`config.mk`:
```
export PLATFORM = sky130hd
export DESIGN_NAME = adxl362_activity_ctrl_flat
export DESIGN_NICKNAME = d
export VERILOG_FILES = /design/src/rtl/adxl362_activity_ctrl_pkg.sv /design/src/rtl/adxl362_activity_ctrl_if.sv /design/src/rtl/adxl362_event_counter.sv /design/src/rtl/adxl362_activity_ctrl.sv /design/src/flat_wrapper.sv
export SDC_FILE = /design/constraint.sdc
export NUM_CORES = 1
export LEC_CHECK = 0
export ABC_AREA = 0
export CORE_MARGIN = 5
export CORE_UTILIZATION = 40
export CTS_CLUSTER_SIZE = 40
export DETAILED_ROUTE_END_ITERATION = 7
export PLACE_DENSITY = 0.77
export SLEW_MARGIN = 20
export SYNTH_ARGS = -nofsm -noshare
export SYNTH_HDL_FRONTEND = slang
export SYNTH_SLANG_ARGS = --single-unit
```
`constraint.sdc`:
```
create_clock -name clk_16mhz -period 5.6 [get_ports clk_16mhz]
set_input_delay 1.12 -clock clk_16mhz [delete_from_list [all_inputs] [get_ports clk_16mhz]]
set_output_delay 1.12 -clock clk_16mhz [all_outputs]
set_load 0.02 [all_outputs]
```
`src/rtl/adxl362_activity_ctrl_pkg.sv`:
```
// Shared bit positions, encodings and helpers for the ADXL362 activity/inactivity controller.
package adxl362_activity_ctrl_pkg;

   // ACT_INACT_CTL bit positions
   localparam int AIC_ACT_EN    = 0;
   localparam int AIC_ACT_REF   = 1;
   localparam int AIC_INACT_EN  = 2;
   localparam int AIC_INACT_REF = 3;
   localparam int AIC_LL_LSB    = 4;

   // INTMAP bit positions; STATUS uses the same positions for DR/ACT/INACT/AWAKE
   localparam int IM_DATA_READY = 0;
   localparam int IM_ACT        = 4;
   localparam int IM_INACT      = 5;
   localparam int IM_AWAKE      = 6;
   localparam int IM_INT_LOW    = 7;

   typedef enum logic [1:0] {
      LL_DEFAULT     = 2'b00,
      LL_LINKED      = 2'b01,
      LL_DEFAULT_ALT = 2'b10,
      LL_LOOP        = 2'b11
   } linkloop_e;

   typedef enum logic {
      S_AWAKE  = 1'b0,
      S_ASLEEP = 1'b1
   } act_state_e;

   // |-2048| wraps to 12'h800, which read unsigned is exactly 2048
   function automatic logic [11:0] mag12(input logic [11:0] v);
      return v[11] ? (~v + 12'd1) : v;
   endfunction

   function automatic logic irq_level(input logic [7:0] map, input logic dr,
                                      input logic act, input logic inact,
                                      input logic awake);
      logic [6:0] src;
      src                = '0;
      src[IM_DATA_READY] = dr;
      src[IM_ACT]        = act;
      src[IM_INACT]      = inact;
      src[IM_AWAKE]      = awake;
      return (|(map[6:0] & src)) ^ map[IM_INT_LOW];
   endfunction

endpackage

```
`src/rtl/adxl362_activity_ctrl_if.sv`:
```
// Sample, register and status/interrupt bundle between the activity controller and its neighbours.
interface adxl362_activity_ctrl_if;
   logic               sample_valid;
   logic signed [11:0] xdata;
   logic signed [11:0] ydata;
   logic signed [11:0] zdata;
   logic [10:0]        threshold_active;
   logic [7:0]         time_active;
   logic [10:0]        threshold_inactive;
   logic [15:0]        time_inactive;
   logic [7:0]         act_inact_ctrl;
   logic [7:0]         intmap1;
   logic [7:0]         intmap2;
   logic               data_ready;
   logic               status_read;
   logic               act_flag;
   logic               inact_flag;
   logic               awake;
   logic               int1;
   logic               int2;

   modport master (
      output sample_valid, xdata, ydata, zdata,
      output threshold_active, time_active, threshold_inactive, time_inactive,
      output act_inact_ctrl, intmap1, intmap2, data_ready, status_read,
      input  act_flag, inact_flag, awake, int1, int2
   );

   modport slave (
      input  sample_valid, xdata, ydata, zdata,
      input  threshold_active, time_active, threshold_inactive, time_inactive,
      input  act_inact_ctrl, intmap1, intmap2, data_ready, status_read,
      output act_flag, inact_flag, awake, int1, int2
   );
endinterface

```
`src/rtl/adxl362_event_counter.sv`:
```
// Per-axis threshold compare plus consecutive-sample counter; fires a one-cycle event pulse.
// ADXL362_REFERENCED_EN adds per-axis reference registers and |a - ref| compare.
module adxl362_event_counter
   import adxl362_activity_ctrl_pkg::*;
#(
   parameter int CNT_W        = 8,
   parameter bit DETECT_ABOVE = 1'b1
)(
   input  logic               clk_16mhz,
   input  logic               reset_n,
   input  logic               sample_valid,
   input  logic signed [11:0] xdata,
   input  logic signed [11:0] ydata,
   input  logic signed [11:0] zdata,
   input  logic [10:0]        threshold,
   input  logic [CNT_W-1:0]   time_req,
   input  logic               enable,
   input  logic               evaluate,
   input  logic               clear,
   input  logic               ref_mode,
   output logic               event_pulse
);
   logic [2:0][11:0]  smp;
   logic [2:0][11:0]  mag;
   logic [2:0]        over, under;
   logic [11:0]       thr12;
   logic              hit;
   logic [CNT_W-1:0]  cnt, cnt_inc, time_min;

   assign smp   = {zdata, ydata, xdata};
   assign thr12 = {1'b0, threshold};

`ifdef ADXL362_REFERENCED_EN
   logic [2:0][11:0] ref_q;
   logic             en_q;

   always_ff @(posedge clk_16mhz) begin
      if (!reset_n) begin
         en_q  <= 1'b0;
         ref_q <= '0;
      end else begin
         en_q <= enable;
         if ((enable && !en_q) || event_pulse) ref_q <= smp;
      end
   end
`else
   logic unused_ref;
   assign unused_ref = enable ^ ref_mode;
`endif

   for (genvar i = 0; i < 3; i++) begin : g_axis
`ifdef ADXL362_REFERENCED_EN
      logic [12:0] diff, dmag;
      assign diff   = {smp[i][11], smp[i]} - {ref_q[i][11], ref_q[i]};
      assign dmag   = diff[12] ? (~diff + 13'd1) : diff;
      assign mag[i] = ref_mode ? ((dmag > 13'd4095) ? 12'hFFF : dmag[11:0])
                               : mag12(smp[i]);
`else
      assign mag[i] = mag12(smp[i]);
`endif
      assign over[i]  = mag[i] > thr12;
      assign under[i] = mag[i] < thr12;
   end

   assign hit = DETECT_ABOVE ? (|over) : (&under);

   // time 0 behaves as time 1
   assign cnt_inc     = (&cnt) ? cnt : cnt + CNT_W'(1);
   assign time_min    = (time_req == '0) ? CNT_W'(1) : time_req;
   assign event_pulse = sample_valid && evaluate && !clear && hit && (cnt_inc >= time_min);

   always_ff @(posedge clk_16mhz) begin
      if (!reset_n || clear || !evaluate) cnt <= '0;
      else if (sample_valid)              cnt <= (hit && !event_pulse) ? cnt_inc : '0;
   end

endmodule

```
`src/rtl/adxl362_activity_ctrl.sv`:
```
// Activity/inactivity detector, awake/asleep sequencer and INT1/INT2 router.
// ADXL362_REFERENCED_EN enables referenced (|a - ref|) compare inside the event counters.
module adxl362_activity_ctrl
   import adxl362_activity_ctrl_pkg::*;
(
   input  logic                   clk_16mhz,
   input  logic                   reset_n,
   adxl362_activity_ctrl_if.slave bus
);
   act_state_e state, state_nxt;
   logic [1:0] linkloop, linkloop_q;
   logic       mode_chg, linked, looped;
   logic       act_eval, inact_eval, act_evt, inact_evt;
   logic       act_q, inact_q, act_nxt, inact_nxt;
   logic       int1_q, int2_q;
   logic       unused_ctrl;

   assign linkloop    = bus.act_inact_ctrl[AIC_LL_LSB +: 2];
   assign linked      = (linkloop == LL_LINKED);
   assign looped      = (linkloop == LL_LOOP);
   assign mode_chg    = (linkloop != linkloop_q);
   assign unused_ctrl = ^bus.act_inact_ctrl[7:6];

   // Linked/loop: only the detector that can leave the current state runs;
   // linked additionally waits for the host to acknowledge the last event.
   always_comb begin
      act_eval   = bus.act_inact_ctrl[AIC_ACT_EN];
      inact_eval = bus.act_inact_ctrl[AIC_INACT_EN];
      if (linked || looped) begin
         if (state == S_AWAKE) act_eval   = 1'b0;
         else                  inact_eval = 1'b0;
         if (linked && ((state == S_AWAKE) ? act_q : inact_q)) begin
            act_eval   = 1'b0;
            inact_eval = 1'b0;
         end
      end
   end

   adxl362_event_counter #(.CNT_W(8), .DETECT_ABOVE(1'b1)) u_act (
      .clk_16mhz    (clk_16mhz),
      .reset_n      (reset_n),
      .sample_valid (bus.sample_valid),
      .xdata        (bus.xdata),
      .ydata        (bus.ydata),
      .zdata        (bus.zdata),
      .threshold    (bus.threshold_active),
      .time_req     (bus.time_active),
      .enable       (bus.act_inact_ctrl[AIC_ACT_EN]),
      .evaluate     (act_eval),
      .clear        (mode_chg),
      .ref_mode     (bus.act_inact_ctrl[AIC_ACT_REF]),
      .event_pulse  (act_evt)
   );

   adxl362_event_counter #(.CNT_W(16), .DETECT_ABOVE(1'b0)) u_inact (
      .clk_16mhz    (clk_16mhz),
      .reset_n      (reset_n),
      .sample_valid (bus.sample_valid),
      .xdata        (bus.xdata),
      .ydata        (bus.ydata),
      .zdata        (bus.zdata),
      .threshold    (bus.threshold_inactive),
      .time_req     (bus.time_inactive),
      .enable       (bus.act_inact_ctrl[AIC_INACT_EN]),
      .evaluate     (inact_eval),
      .clear        (mode_chg),
      .ref_mode     (bus.act_inact_ctrl[AIC_INACT_REF]),
      .event_pulse  (inact_evt)
   );

   // A set beats a same-cycle status read; the read still clears the other flag.
   always_comb begin
      state_nxt = state;
      act_nxt   = act_q;
      inact_nxt = inact_q;
      if (bus.status_read) begin
         act_nxt   = 1'b0;
         inact_nxt = 1'b0;
      end
      if (act_evt) begin
         act_nxt = 1'b1;
         if (looped) inact_nxt = 1'b0;
      end
      if (inact_evt) begin
         inact_nxt = 1'b1;
         if (looped) act_nxt = 1'b0;
      end
      if (mode_chg || !(linked || looped)) state_nxt = S_AWAKE;
      else if (inact_evt)                  state_nxt = S_ASLEEP;
      else if (act_evt)                    state_nxt = S_AWAKE;
   end

   always_ff @(posedge clk_16mhz) begin
      if (!reset_n) begin
         state      <= S_AWAKE;
         act_q      <= 1'b0;
         inact_q    <= 1'b0;
         linkloop_q <= linkloop;
         int1_q     <= bus.intmap1[IM_INT_LOW];
         int2_q     <= bus.intmap2[IM_INT_LOW];
      end else begin
         state      <= state_nxt;
         act_q      <= act_nxt;
         inact_q    <= inact_nxt;
         linkloop_q <= linkloop;
         int1_q     <= irq_level(bus.intmap1, bus.data_ready, act_q, inact_q, state == S_AWAKE);
         int2_q     <= irq_level(bus.intmap2, bus.data_ready, act_q, inact_q, state == S_AWAKE);
      end
   end

   assign bus.act_flag   = act_q;
   assign bus.inact_flag = inact_q;
   assign bus.awake      = (state == S_AWAKE);
   assign bus.int1       = int1_q;
   assign bus.int2       = int2_q;

endmodule

```
`src/flat_wrapper.sv`:
```
// flat-port wrapper written by rule: the top's interface ports become plain ports
module adxl362_activity_ctrl_flat import adxl362_activity_ctrl_pkg::*;
  (clk_16mhz, reset_n, bus_sample_valid, bus_xdata, bus_ydata, bus_zdata, bus_threshold_active, bus_time_active, bus_threshold_inactive, bus_time_inactive, bus_act_inact_ctrl, bus_intmap1, bus_intmap2, bus_data_ready, bus_status_read, bus_act_flag, bus_inact_flag, bus_awake, bus_int1, bus_int2);
  adxl362_activity_ctrl_if bus_i ();
  input  logic clk_16mhz;
  input  logic reset_n;
  input wire logic [$bits(bus_i.sample_valid)-1:0] bus_sample_valid;
  input wire logic [$bits(bus_i.xdata)-1:0] bus_xdata;
  input wire logic [$bits(bus_i.ydata)-1:0] bus_ydata;
  input wire logic [$bits(bus_i.zdata)-1:0] bus_zdata;
  input wire logic [$bits(bus_i.threshold_active)-1:0] bus_threshold_active;
  input wire logic [$bits(bus_i.time_active)-1:0] bus_time_active;
  input wire logic [$bits(bus_i.threshold_inactive)-1:0] bus_threshold_inactive;
  input wire logic [$bits(bus_i.time_inactive)-1:0] bus_time_inactive;
  input wire logic [$bits(bus_i.act_inact_ctrl)-1:0] bus_act_inact_ctrl;
  input wire logic [$bits(bus_i.intmap1)-1:0] bus_intmap1;
  input wire logic [$bits(bus_i.intmap2)-1:0] bus_intmap2;
  input wire logic [$bits(bus_i.data_ready)-1:0] bus_data_ready;
  input wire logic [$bits(bus_i.status_read)-1:0] bus_status_read;
  output wire logic [$bits(bus_i.act_flag)-1:0] bus_act_flag;
  output wire logic [$bits(bus_i.inact_flag)-1:0] bus_inact_flag;
  output wire logic [$bits(bus_i.awake)-1:0] bus_awake;
  output wire logic [$bits(bus_i.int1)-1:0] bus_int1;
  output wire logic [$bits(bus_i.int2)-1:0] bus_int2;
  assign bus_i.sample_valid = bus_sample_valid;
  assign bus_i.xdata = bus_xdata;
  assign bus_i.ydata = bus_ydata;
  assign bus_i.zdata = bus_zdata;
  assign bus_i.threshold_active = bus_threshold_active;
  assign bus_i.time_active = bus_time_active;
  assign bus_i.threshold_inactive = bus_threshold_inactive;
  assign bus_i.time_inactive = bus_time_inactive;
  assign bus_i.act_inact_ctrl = bus_act_inact_ctrl;
  assign bus_i.intmap1 = bus_intmap1;
  assign bus_i.intmap2 = bus_intmap2;
  assign bus_i.data_ready = bus_data_ready;
  assign bus_i.status_read = bus_status_read;
  assign bus_act_flag = bus_i.act_flag;
  assign bus_inact_flag = bus_i.inact_flag;
  assign bus_awake = bus_i.awake;
  assign bus_int1 = bus_i.int1;
  assign bus_int2 = bus_i.int2;
  adxl362_activity_ctrl u_core (.clk_16mhz(clk_16mhz), .reset_n(reset_n), .bus(bus_i));
endmodule
```
==> results of run 1 <==
[worst max path at each step]
| stage | from | endpoint | slack (ns) | cells past startpoint |
|---|---|---|---|---|
| 3_3_place_gp | bus_ydata[3] | u_core.u_inact.cnt[11]$_SDFFE_PP0P_ | 0.42 | 12 |
| 6_report | bus_ydata[3] | u_core.u_inact.cnt[11]$_SDFFE_PP0P_ | 0.45 | 12 |
| 3_5_place_dp | bus_ydata[3] | u_core.u_inact.cnt[11]$_SDFFE_PP0P_ | 0.26 | 12 |
| 5_1_grt | bus_ydata[3] | u_core.u_inact.cnt[4]$_SDFFE_PP0P_ | 0.15 | 12 |
| 4_1_cts | bus_ydata[3] | u_core.u_inact.cnt[11]$_SDFFE_PP0P_ | 0.54 | 12 |
| 2_1_floorplan | bus_ydata[5] | u_core.u_inact.cnt[8]$_SDFFE_PP0P_ | 1.24 | 12 |
[sequential cells by signal, summed over array words and instances (netlist names)]
name and flops:
u_core.u_act.cnt 8, u_core.state 1, u_core.bus.int2 1, u_core.u_inact.cnt 16
u_core.bus.inact_flag 1, u_core.bus.act_flag 1, u_core.linkloop_q 2, u_core.bus.int1 1
[metal layers]
layer,vias up,track usage [%]
met4,0,6.806
met2,162,36.63
li1,2365,-
met5,-,0
met3,37,2.454
met1,2206,23.04
[Yosys cell counts, types with 4 or more instances]
| master | n |
|---|---|
| nor2b_1 | 11 |
| ha_1 | 92 |
| nor3_1 | 12 |
| and3_1 | 9 |
| inv_1 | 59 |
| a22o_1 | 10 |
| dfxtp_1 | 31 |
| a211oi_1 | 7 |
| or4_1 | 4 |
| or3_1 | 10 |
| nand2_1 | 55 |
| a21o_1 | 7 |
| nand4_1 | 22 |
| o211ai_1 | 5 |
| a31oi_1 | 4 |
| nor4_1 | 9 |
| a31o_2 | 4 |
| nand3_1 | 29 |
| o21a_1 | 4 |
| nand2b_1 | 7 |
| a22oi_1 | 4 |
| or2_2 | 4 |
| clkbuf_1 | 12 |
| xnor2_1 | 38 |
| o31ai_1 | 7 |
| o21ai_0 | 22 |
| o22ai_1 | 4 |
| nor2_1 | 28 |
| a21oi_1 | 37 |
| xor2_1 | 6 |
[metrics by stage]
stage                     cells  utilization, %
after detailed placement    820           51.69
after floorplan             588               -
after global placement      820           51.69
after global routing        828           53.12
after CTS                   828           53.12
final                       828           53.12
[area by class of cell]
cell class / instances / area [sq um] / share of cell area [%]
tap: 140 / 175.2 / 3.015
clock buffer: 8 / 156.4 / 2.692
inverter: 59 / 221.5 / 3.812
sequential: 31 / 620.6 / 10.68
timing repair buffer: 105 / 1051 / 18.09
multi-input combinational: 485 / 3585 / 61.71
[worst max-delay path, delay by kind of cell]
family                     cells  cell delay, ns
and+or+nand+nor                5            1.99
AOI/OAI and AO/OA              4            1.30
buffers and inverters          1            0.45
adders and majority gates      1            0.29
xor gates and xnor gates       1            0.21
[logic make-up (layout without fill, tap and decap cells)]
logic type	Yosys count	after routing
simple gates	213	213
mux	3	3
fa+ha+maj	92	92
flops	31	31
xor+xnor	44	44
buf+inv	72	172
compound gates	133	133
[report_power, final]
group	total (W)	leakage, nW	switching (W)	internal (W)
Clock	0.000281	0.0772	0.0000918	0.000189
Combinational	0.000340	2.21	0.000175	0.000165
Sequential	0.000225	0.251	0.00000100	0.000224
Total	0.000845	2.53	0.000267	0.000578
==> metrics, run 1 <==
Slew headroom=approximately 37%; Core ar.=between 0.01 and 0.015 sq mm; Num Clock Sinks=31; ys async rst share=0%; Worst Hold Endpoint=u_core.u_act.cnt[4]$_SDFFE_PP0P_; Pwr per Cell Area=around 150 mW/mm^2; Yosys top cell area share=approximately a quarter; CP cell instances=clkdlybuf4s50_1, nor4_1, nand2_1, or2_2, o41ai_1, xnor2_1, ha_1, a2111oi_0, o221ai_1, or4_4, nor4_4, a22o_1; syn_area_per_cell=7.624 sq um; Hold WS=about 0.50 ns; setup ws final=0.4499 ns; max capacitance violation total=0; Synth Register Bits=31; final setup fails=0; initial core utilization=41.00%; post-route antenna net violation count=0; LEAKAGE=about 2.5 nW; FF-to-FF setup slack=1.45 ns; # resized after CTS=0; worst endpoint required time=5.82 ns; highest-delay cell along the critical path=nor4_4; synthesized area=approximately 0.0045 sq mm; Vias/cell=5.761; Design Area, Final=just under 0.006 sq mm; Die ar.=~0.013 sq mm; Cells after Synth=around 590; drt initial violations=~230; Post-Syn Nets=~790; Critical Path AT=around 5.4 ns; number of post-CTS setup repair buffers=0; final net count=890; Crit Reg-Reg Endpoint=u_core.u_inact.cnt[9]$_SDFFE_PP0P_; most common cell after layout, fill and taps aside=clkdlybuf4s50_1; RR Startpoint=u_core.u_inact.cnt[0]$_SDFFE_PP0P_; Max Used Layer=met4; CTS tree=yes; number of flops mapped to enable cells by yosys=0; worst hold path depth=2; Clock transition at path regs=roughly 0.05 ns; DRC viols=0; RSZ-0062 raised after global routing=no; sequential-to-total area share from yosys stat=around 14%; simple-gate area share of the yosys netlist=between 20 and 30%; skew final=around 0.0053 ns; crit end category=flip-flop; largest family of logic cells by synthesized area=adder cells; Root Buffer=clkbuf_16; drt wl/cell=between 15 and 20 microns; CTS Buffer Depth=2; Synth Area in XOR/XNOR=under 10%; hold path start=u_core.u_act.cnt[4]$_SDFFE_PP0P_; VDD IR max=0.0003075 V; Post-Route WL=13.23 mm; first-pass GRT wire length=21.82 mm; Tot Pwr=between 0.0008 and 0.0009 W; dominant synthesized flop cell=dfxtp_1; Num CTS Buffers=5; Slowest Stage Delay on Critical Path=roughly 0.58 ns; Max H-tree Level=2; Crit Path Max Fanout=11; met3 WL=about 700 microns; n_diodes=0; max frequency=~190 MHz; DRT Pass-1 Iters=5; fillcell total=~1000; setup total negative slack=0 ns; initial antenna violation count=0; all-layer global routing usage=around a fifth; Die Y=around 120 microns; Synth Area in Adders=25.68%; gpl congestion=about 0.96; Yosys cell types=53; synth top area cells=ha_1 26%, dfxtp_1 14%, xnor2_1 7.4%, inv_1 4.9%, nand2_1 4.6%; met2 routed WL=6.749 mm; Fin. Hold Viols=0; total grt overflow=0; number of global-route vias before repair=4865; Core Rows=38; area grow syn2layout=29.58%; largest net degree at the start of global routing=21; Synth Area in Compound Gates=just under 20%; Max Slew Vio Count=0; critical path startpoint category=input port; vias=around 4800; Detailed Place HPWL=11.26 mm; critical path class=input port to flip-flop; Least-Margin Pin Slew=about 0.95 ns; fin crit share=between 90% and 100%; # port buffers=roughly 110; layout cells sized above 1=3.198%; worst slack, placed=0.2564 ns; Synth area leader=ha_1; multiplexer share of the synthesized area=less than 1%; Die W=between 100 and 150 microns; Final min period=5.150 ns; Placement Cell Area=around 0.0057 sq mm; status=complete, no violations; WL met1=approximately 5.4 mm; Worst Reg-to-Reg Cells=13; Worst Hold Class=flip-flop to flip-flop; hold buffers post-CTS=0; worst-skew pair later-pin latency=0.27 ns; commonest cells after routing, fill and taps aside=105 x clkdlybuf4s50_1, 92 x ha_1, 59 x inv_1; Synth warnings=0; I/O pins=116
Power figures use the tool's default switching activity.
==> run 2: changes to the inputs <==
CTS_CLUSTER_DIAMETER = 40   (was default)
GPL_ROUTABILITY_DRIVEN = 0   (was default)
SLEW_MARGIN = default   (was 20)
==> metrics, run 2 (synthesis results as in run 1) <==
status=complete, no violations; Pwr per Cell Area=143.7 mW/mm^2 (-1.2%); critical path class=input port to flip-flop; fillcell total=1053 (+1.9%); drt initial violations=218 (-4.4%); number of global-route vias before repair=4741 (-2.5%); Least-Margin Pin Slew=0.9518 ns (-0.0002471 ns); Biggest register=u_core.u_inact.cnt; n_diodes=0 (unchanged); # resized after CTS=0 (unchanged); Num Clock Sinks=31 (unchanged); RSZ-0062 raised after global routing=no; area grow syn2layout=29.58% (unchanged); Die ar.=0.01342 sq mm (unchanged); setup total negative slack=0 ns (unchanged); Core Rows=38 (unchanged); fin crit share=91.17% (-0.80 points); FF-to-FF setup slack=1.40 ns (-0.05 ns); max capacitance violation total=0 (unchanged); largest net degree at the start of global routing=21 (unchanged); Util after Layout=53.12% (unchanged); Worst Reg-to-Reg Cells=13 (unchanged); max frequency=195.9 MHz (+0.88%); CP cell instances=clkdlybuf4s50_1, nor4_1, nand2_1, or2_2, o41ai_1, xnor2_1, ha_1, a2111oi_0, o221ai_1, or4_4, nor4_4, a22o_1; Fin. Hold Viols=0 (unchanged); initial antenna violation count=0 (unchanged); hold buffers post-CTS=0 (unchanged); Vias/cell=5.639 (-2.1%); first-pass GRT wire length=20.61 mm (-5.5%); max reg flops=16 (unchanged); worst hold path depth=2 (unchanged); Max H-tree Level=2 (unchanged); Slew headroom=36.54% (about the same); worst-skew pair later-pin latency=0.27 ns (about the same); # port buffers=105 (unchanged); Root Buffer=clkbuf_16; final setup fails=0 (unchanged); Largest regs=u_core.u_inact.cnt x16, u_core.u_act.cnt x8, u_core.linkloop_q x2; Critical Path AT=5.32 ns (-0.05 ns); Slowest Stage Delay on Critical Path=0.56 ns (-0.02 ns); Hold WS=0.5035 ns (+0.004110 ns); DRC viols=0 (unchanged); skew final=0.004317 ns (-0.001030 ns); LEAKAGE=2.534 nW (unchanged); I/O pins=116 (unchanged); Core ar.=0.01094 sq mm (unchanged); CTS Buffer Depth=2 (unchanged); Final min period=5.105 ns (-0.04479 ns); post-route antenna net violation count=0 (unchanged); drt wl/cell=15.22 microns (-4.7%); total grt overflow=0 (unchanged); vias=4669 (-2.1%); Die W=115.9 microns (unchanged); critical path startpoint category=input port; initial core utilization=41.00% (unchanged); Post-Route WL=12.60 mm (-4.7%); crit end category=flip-flop; final net count=890 (unchanged); worst endpoint required time=5.81 ns (about the same); all-layer global routing usage=18.37% (-1.3 points); Worst Hold Class=flip-flop to flip-flop; number of post-CTS setup repair buffers=0 (unchanged); Max Slew Vio Count=0 (unchanged); most common cell after layout, fill and taps aside=clkdlybuf4s50_1; layout cells sized above 1=3.198% (unchanged); highest-delay cell along the critical path=nor4_4; Crit Path Max Fanout=11 (unchanged); CTS tree=yes; commonest cells after routing, fill and taps aside=105 x clkdlybuf4s50_1, 92 x ha_1, 59 x inv_1; DRT Pass-1 Iters=5 (unchanged); Clock transition at path regs=0.05 ns (about the same); Detailed Place HPWL=10.75 mm (-4.6%); Num CTS Buffers=5 (unchanged); Die Y=115.9 microns (unchanged); VDD IR max=0.0002360 V (-23%)
run 2: cell counts in the layout (fill, tap and decap cells not counted):
No cell type changed its count.
run 2: cell type report:
type                            instances  area, sq um  share of cell area, %
Multi-Input combinational cell        485         3585                  61.71
Timing Repair Buffer                  105         1051                  18.09
Sequential cell                        31        620.6                  10.68
Inverter                               59        221.5                  3.812
Tap cell                              140        175.2                  3.015
Clock buffer                            8        156.4                  2.692
run 2: path summary, 6_finish.rpt:
path                                      start                                   to
min            u_core.u_act.cnt[3]$_SDFFE_PP0P_     u_core.u_act.cnt[3]$_SDFFE_PP0P_
max reg2reg  u_core.u_inact.cnt[0]$_SDFFE_PP0P_   u_core.u_inact.cnt[9]$_SDFFE_PP0P_
min reg2reg    u_core.u_act.cnt[3]$_SDFFE_PP0P_     u_core.u_act.cnt[3]$_SDFFE_PP0P_
max                                bus_ydata[3]  u_core.u_inact.cnt[14]$_SDFFE_PP0P_
run 2: power breakdown:
part | internal [W] | switching, W | total (W)
Sequential | 0.000224 | 0.00000110 | 0.000225
Combinational | 0.000165 | 0.000168 | 0.000333
Clock | 0.000189 | 0.0000884 | 0.000277
run 2: routing by layer:
| metal | routed length, microns | up-vias | GRT usage [%] |
|---|---|---|---|
| li1 | - | 2377 | - |
| met1 | 5461 | 2145 | 22.11 |
| met2 | 6368 | 120 | 34.25 |
| met3 | 493 | 27 | 1.723 |
| met4 | 276 | 0 | 5.646 |
| met5 | 0 | - | 0 |
run 2: critical path, delay by kind of cell:
family                   cells  cell delay [ns]
AO/OA/AOI/OAI                4             1.12
AND/OR/NAND/NOR              5             2.09
buffers and inverters        1             0.47
adder cells (fa/ha/maj)      1             0.30
XOR/XNOR                     1             0.22
run 2: through the flow:
step                setup WS (ns)  total power (W)  std cells  area (sq um)
floorplan                   1.245        0.0004208        588          4483
global placement           0.4035        0.0005440        820          5653
detailed placement         0.2724        0.0005596        820          5653
CTS                        0.5477        0.0008385        828          5809
global route               0.2323        0.0008886        828          5809
finish                     0.4946        0.0008349        828          5809
